<file path="src/rtl/branch_redirect.sv">
// -----------------------------------------------------------------------------
// branch_redirect
// Redirect controller for a static predict-not-taken front end. A resolved
// taken branch/jump in EX captures its target and asks fetch to redirect.
// The controller holds the request until fetch accepts it, then squashes
// the front end for FLUSH_CYCLES more cycles before going idle.
//
// Ports:
//   clk              rising-edge clock
//   rst              asynchronous active-high reset
//   i_ex_valid       EX holds a valid instruction
//   i_ex_is_br       EX instruction is a branch or jump
//   i_ex_taken       branch condition result
//   i_ex_target      resolved target PC
//   i_fetch_ready    fetch accepts the redirect this cycle
//   o_redirect_valid redirect request to fetch
//   o_redirect_pc    PC to load on an accepted redirect
//   o_flush_if       squash IF/ID register
//   o_flush_id       squash ID/EX register
//   o_br_busy        front-end stall
//   o_taken_count    saturating count of accepted taken branches
// -----------------------------------------------------------------------------
module branch_redirect #(
    parameter int unsigned FLUSH_CYCLES = 1
) (
    input  logic        clk,
    input  logic        rst,
    input  logic        i_ex_valid,
    input  logic        i_ex_is_br,
    input  logic        i_ex_taken,
    input  logic [15:0] i_ex_target,
    input  logic        i_fetch_ready,
    output logic        o_redirect_valid,
    output logic [15:0] o_redirect_pc,
    output logic        o_flush_if,
    output logic        o_flush_id,
    output logic        o_br_busy,
    output logic [15:0] o_taken_count
);

    localparam int unsigned CNT_W      = 2;
    localparam int unsigned PC_W       = 16;
    localparam logic [CNT_W-1:0] FLUSH_LOAD = CNT_W'(FLUSH_CYCLES);
    localparam logic [PC_W-1:0]  COUNT_MAX  = {PC_W{1'b1}};

    typedef enum logic [1:0] {
        ST_IDLE     = 2'd0,
        ST_REDIRECT = 2'd1,
        ST_SQUASH   = 2'd2
    } state_t;

    state_t            r_state;
    logic [CNT_W-1:0]  r_squash_cnt;
    logic              r_redirect_valid;
    logic [PC_W-1:0]   r_redirect_pc;
    logic              r_flush_if;
    logic              r_flush_id;
    logic              r_br_busy;
    logic [PC_W-1:0]   r_taken_count;

    wire w_taken_event = i_ex_valid & i_ex_is_br & i_ex_taken;

    // State, squash counter and registered outputs all advance together so
    // every output is a flop with no path from the EX/fetch inputs.
    always_ff @(posedge clk or posedge rst) begin
        if (rst) begin
            r_state          <= ST_IDLE;
            r_squash_cnt     <= '0;
            r_redirect_valid <= 1'b0;
            r_redirect_pc    <= '0;
            r_flush_if       <= 1'b0;
            r_flush_id       <= 1'b0;
            r_br_busy        <= 1'b0;
            r_taken_count    <= '0;
        end else begin
            case (r_state)
                ST_IDLE: begin
                    // fetch_ready is irrelevant here: a request is always
                    // presented for at least one cycle first.
                    if (w_taken_event) begin
                        r_state          <= ST_REDIRECT;
                        r_redirect_pc    <= i_ex_target;
                        r_redirect_valid <= 1'b1;
                        r_flush_if       <= 1'b1;
                        r_flush_id       <= 1'b1;
                        r_br_busy        <= 1'b1;
                        if (r_taken_count != COUNT_MAX) begin
                            r_taken_count <= r_taken_count + PC_W'(1);
                        end
                    end
                end

                ST_REDIRECT: begin
                    if (i_fetch_ready) begin
                        r_state          <= ST_SQUASH;
                        r_squash_cnt     <= FLUSH_LOAD;
                        r_redirect_valid <= 1'b0;
                        r_flush_if       <= 1'b1;
                        r_flush_id       <= 1'b0;
                        r_br_busy        <= 1'b1;
                    end
                end

                ST_SQUASH: begin
                    // Counter value 1 marks the last squash cycle.
                    if (r_squash_cnt == CNT_W'(1)) begin
                        r_state          <= ST_IDLE;
                        r_squash_cnt     <= '0;
                        r_redirect_valid <= 1'b0;
                        r_flush_if       <= 1'b0;
                        r_flush_id       <= 1'b0;
                        r_br_busy        <= 1'b0;
                    end else begin
                        r_squash_cnt <= r_squash_cnt - CNT_W'(1);
                    end
                end

                default: begin
                    r_state          <= ST_IDLE;
                    r_squash_cnt     <= '0;
                    r_redirect_valid <= 1'b0;
                    r_flush_if       <= 1'b0;
                    r_flush_id       <= 1'b0;
                    r_br_busy        <= 1'b0;
                end
            endcase
        end
    end

    assign o_redirect_valid = r_redirect_valid;
    assign o_redirect_pc    = r_redirect_pc;
    assign o_flush_if       = r_flush_if;
    assign o_flush_id       = r_flush_id;
    assign o_br_busy        = r_br_busy;
    assign o_taken_count    = r_taken_count;

endmodule

</file>
<file path="config.mk">
export PLATFORM = sky130hd
export DESIGN_NAME = branch_redirect
export DESIGN_NICKNAME = d
export VERILOG_FILES = /design/src/rtl/branch_redirect.sv
export SDC_FILE = /design/constraint.sdc
export NUM_CORES = 1
export LEC_CHECK = 0
export CORE_MARGIN = 1
export CORE_UTILIZATION = 49
export DETAILED_ROUTE_END_ITERATION = 6
export GPL_ROUTABILITY_DRIVEN = 0
export PLACE_DENSITY = 0.87
export SLEW_MARGIN = 20
export SYNTH_ARGS = -nofsm -noshare
export SYNTH_HDL_FRONTEND = slang
export SYNTH_SLANG_ARGS = --single-unit
</file>
<file path="constraint.sdc">
create_clock -name clk -period 2.9 [get_ports clk]
set_input_delay 0.435 -clock clk [delete_from_list [all_inputs] [get_ports clk]]
set_output_delay 0.435 -clock clk [all_outputs]
set_load 0.01 [all_outputs]
</file>
* Yosys cells after proc, flatten, opt, wreduce, memory -nomap -nowiden
Cells that the tools add are included.
** Word-level totals
- Bits in registers :: 38
- Input port bits :: 22
- Output and inout bits :: 36
- Logic and storage cells :: 36
** Operators by class
- $add $sub $neg :: 2
- Equality and inequality tests :: 7
- Multiplexer cells :: 13
- Bitwise logic cells :: 3
- Reduce and logical (&&, ||, !) cells :: 5
** Operator list (number)
- 16-bit by 1-bit adder with 16-bit output (second input constant) :: 1
- 16-bit != test (second input constant) :: 1
- 2-bit one-hot mux with 3 select lines :: 2
- 2-bit 2-to-1 mux :: 5
- 2-bit != test (second input constant) :: 3
- 1-bit one-hot mux with 3 select lines :: 2
- 3-bit AND reduction :: 2
- 2-bit by 1-bit equality test with 1-bit output (second input constant) :: 2
- 1-bit 2-to-1 mux :: 4
- 2-bit AND reduction :: 2
- 1-bit AND :: 2
- 2-bit equality test (second input constant) :: 1
- 2-bit zero test :: 1
- 2-bit by 1-bit subtractor with 2-bit output (second input constant) :: 1
- 1-bit inverter :: 1

* Longest topological paths before layout
- Depth in word-level cells :: 4
- Mapped depth :: 8
- Gate-level depth less buffers :: 6

* Worst setup path before layout
OpenSTA, ideal clock, no wires.
- Path kind :: reg2reg
- From :: register r_state[0]
- To :: register r_taken_count[15], in the netlist o_taken_count[15]
- Data arrival time :: 1.609 ns
- Required time :: 2.775 ns
- Path slack :: 1.166 ns
- Stages on the path, launching flop included :: 8
- Path buffers :: 1
- Cell sequence :: dfrtp_1 -> inv_1 -> ha_1 -> buf_4 -> nand4_4 -> nor4_1 -> nand3_1 -> xnor2_1
** On the way
- Longest elaborated chain between the ends :: 2
** RTL lines
- from (decl) :: line 52 : state_t r_state;
- from (signal assigned) :: line 67 : r_state <= ST_IDLE;
- from (signal assigned) :: line 81 : r_state <= ST_REDIRECT;
- from (signal assigned) :: line 95 : r_state <= ST_SQUASH;
- 2-bit zero test :: line 76 : case (r_state)
- 3-bit AND reduction (no source line)
- to (signal assigned) :: line 88 : r_taken_count <= r_taken_count + PC_W'(1);
- to (decl) :: line 59 : logic [PC_W-1:0] r_taken_count;
No other way between the ends.
A chain may end at the register's enable or synchronous reset.

* Worst setup path in the final report
Same ends and word-level chain as after synthesis.

==> reports/qor.txt <==
Main combinational cell family by area after synthesis -> simple AND/OR/NAND/NOR gates
CP required -> 3.12 ns
Fin. Hold Viols -> 0
XOR/XNOR Fraction of Synth Area -> 7.03%
Synth Area in Simple Gates -> 27.4%
Post-CTS Setup Bufs -> 0
Worst path arrival time -> 2.45 ns
Slew Limit Fails -> 0
Critical Path Max Stage Delay -> 0.57 ns
Cell family with most CP delay -> simple AND/OR/NAND/NOR gates
# hold bufs at CTS -> 0
Residual DRC -> 0
Depth of the worst register-to-register path -> 6
Nets -> 264
Crit path capture -> o_taken_count[15]
Area contributors post-synth -> dfrtp_1, nand2_1, xor2_1
CTS tree -> built
Worst setup SP type -> register
Core Box Area -> 3360 um2
Longest Clk Path Bufs -> 2
# Max-Cap Violations -> 0
CTS buffer count -> 5
Antenna violations before repair -> 0
Vias -> 1444
Reg2Reg Setup Slack -> 0.67 ns
# fillers -> 270
Area delta synth->final -> 37.6%
Worst path bufs/invs -> 1
Mapped cell area -> 1750 um2
Seq/Total Area, Yosys -> 53.0%
LEAKAGE -> 1.14 nW
Minimum clock period after layout -> 2.23 ns
Compound-gate portion of the synthesized area -> 4.66%
Slew @ Worst Pin -> 0.672 ns
Most used cells in the layout excluding fill and tap cells -> clkdlybuf4s50_1, nand2_1, dfrtp_1, xor2_1
FP Rows -> 21
Die width -> 61.7 um
First-pass GRT wire length -> 5940 um
Dpl hpwl -> 2730 um
Part of the cycle the worst path needs -> 76.9%
Worst skew pair latency -> 0.33 ns
Placed cell area -> 2350 um2
Drt wl/cell -> 12.9 um
Global Route Usage Sum -> 22.1%
RSZ-0062 raised after global routing -> no
H-tree depth -> 2
Initial drt markers -> 79
Root Driver -> clkbuf_4
Clk sinks -> 37
Grt ovf -> 0
Maximum fanout along the worst path -> 19
Outcome -> complete, no violations
PD cells -> 767 nW/um2
Most common cell after layout, fill and taps aside -> clkdlybuf4s50_1
Post-CTS sizing -> 0
Starting Density -> 51.9%
Mux cell area share after synthesis -> 0.860%
Cell count after synthesis -> 178
Vias in the first global route -> 1439
Number of enable flip-flop cells after synthesis -> 0
Crit-path slowest cell -> nor4_1
# IOs -> 58
Setup-failing EPs final -> 0
Worst r2r dst -> o_taken_count[15]
Diode count -> 0
Setup TNS -> 0 ns
Critical path type -> register to register
Share of the synthesized area in the top cell type -> 53.0%
Setup Skew -> 0.00969 ns
Port Buffer Count -> 57
Top_reg_cell synth -> dfrtp_1
Worst hold path type -> input pin to async pin
Total die area -> 3810 um2
Fmax -> 449 MHz
Final instance area -> 2400 um2
Cell variety after synth -> 34
Kind of end point of the critical path -> register
VDD IR max -> 0.000483 V
Crit path from -> r_state[0]
Adder-cell share of the synthesized area -> 3.58%
Async SR Flop Fraction -> 100%
Worst-path clk slew -> 0.10 ns
Crit Reg-Reg Startpoint -> r_state[0]
Final wirelength -> 3660 um
Avg Synthesized Cell Area -> 9.81 um2
CP Depth -> 6
Synth warnings -> 0
Synth Register Bits -> 37
Share of cells above drive strength 1 -> 6.75%
Syn nets -> 205
Drt pass-1 iters -> 5
Die Ht -> 61.7 um
Largest net degree at the start of global routing -> 38
CP cell instances -> inv_1, ha_1, nand4_4, nor4_1, nand3_1, xnor2_1
Routed Antenna Nets -> 0
Slew margin rel. -> 55.2%
Vias per Instance -> 5.10
Synth area leader -> dfrtp_1
## cells in the mapped netlist (3+ instances only)
cell	n
xnor2_1	4
nand2_1	55
ha_1	5
nor3_1	5
dfrtp_1	37
inv_1	5
buf_4	4
and4_1	3
nand3_1	9
o21ai_0	5
nor2_1	9
clkbuf_1	3
xor2_1	10
## flip-flops by register name, indices dropped and copies added (netlist names)
signal and flops:
r_state 2, o_redirect_pc 16, o_br_busy 1, r_squash_cnt 2, o_taken_count 16
## worst min-delay path by stage
stage / from / endpoint / slack (ns) / cells past startpoint
global placement: o_redirect_pc[6] / o_redirect_pc[6] / 0.46 / 2
finish: rst / o_redirect_pc[8] / 0.48 / 3
global route: o_redirect_pc[14] / o_redirect_pc[14] / 0.52 / 2
detailed placement: o_redirect_pc[12] / o_redirect_pc[12] / 0.46 / 2
CTS: rst / o_redirect_pc[8] / 0.49 / 3
floorplan: r_squash_cnt[0] / r_squash_cnt[0] / 0.50 / 2
## report_power, final
part / switching [mW] / leakage [nW] / internal [mW]
logic: 0.352 / 0.624 / 0.427
registers: 0.116 / 0.480 / 0.678
clock network: 0.157 / 0.0314 / 0.114
total: 0.624 / 1.14 / 1.22
## cells by family (layout without fill, tap and decap cells)
kind of cell,count (synthesis),count (layout)
AND/OR/NAND/NOR,96,96
AO/OA/AOI/OAI,13,13
multiplexers,1,1
flip-flops,37,37
adder cells (fa/ha/maj),5,5
XOR/XNOR,14,14
buffers and inverters,12,71
## metal layers
layer	track usage, %	routed length, um
met3	5.88	195
met4	13.0	62
met5	0	0
met2	36.3	1810
met1	26.0	1590
## metrics by stage
| stage | std cells | hold WS (ns) | total power [mW] | setup slack [ns] | util, % |
|---|---|---|---|---|---|
| CTS | 283 | 0.487 | 1.86 | 0.650 | 71.4 |
| global route | 283 | 0.518 | 1.98 | 0.487 | 71.4 |
| detailed placement | 276 | 0.462 | 1.59 | 0.617 | 69.8 |
| floorplan | 178 | 0.504 | 1.17 | 1.17 | - |
| finish | 283 | 0.480 | 1.84 | 0.671 | 71.4 |
| global placement | 276 | 0.458 | 1.56 | 0.712 | 69.8 |
## cell type report
class,instances,area (um2),share of cell area [%]
flip-flops and latches,37,926,38.5
multi-input cells,129,759,31.6
inverters,5,18.8,0.781
well taps,46,57.6,2.40
repair buffers,59,586,24.4
clock buffers,7,55.1,2.29
## worst reg2reg max path: cells and delay by family (launching register included)
kind                     cells  cell delay, ns
adder cells (fa/ha/maj)      1            0.36
flip-flops                   1            0.43
buffers and inverters        1            0.12
XOR/XNOR                     1            0.16
AND/OR/NAND/NOR              3            1.05
Power figures use the tool's default switching activity.
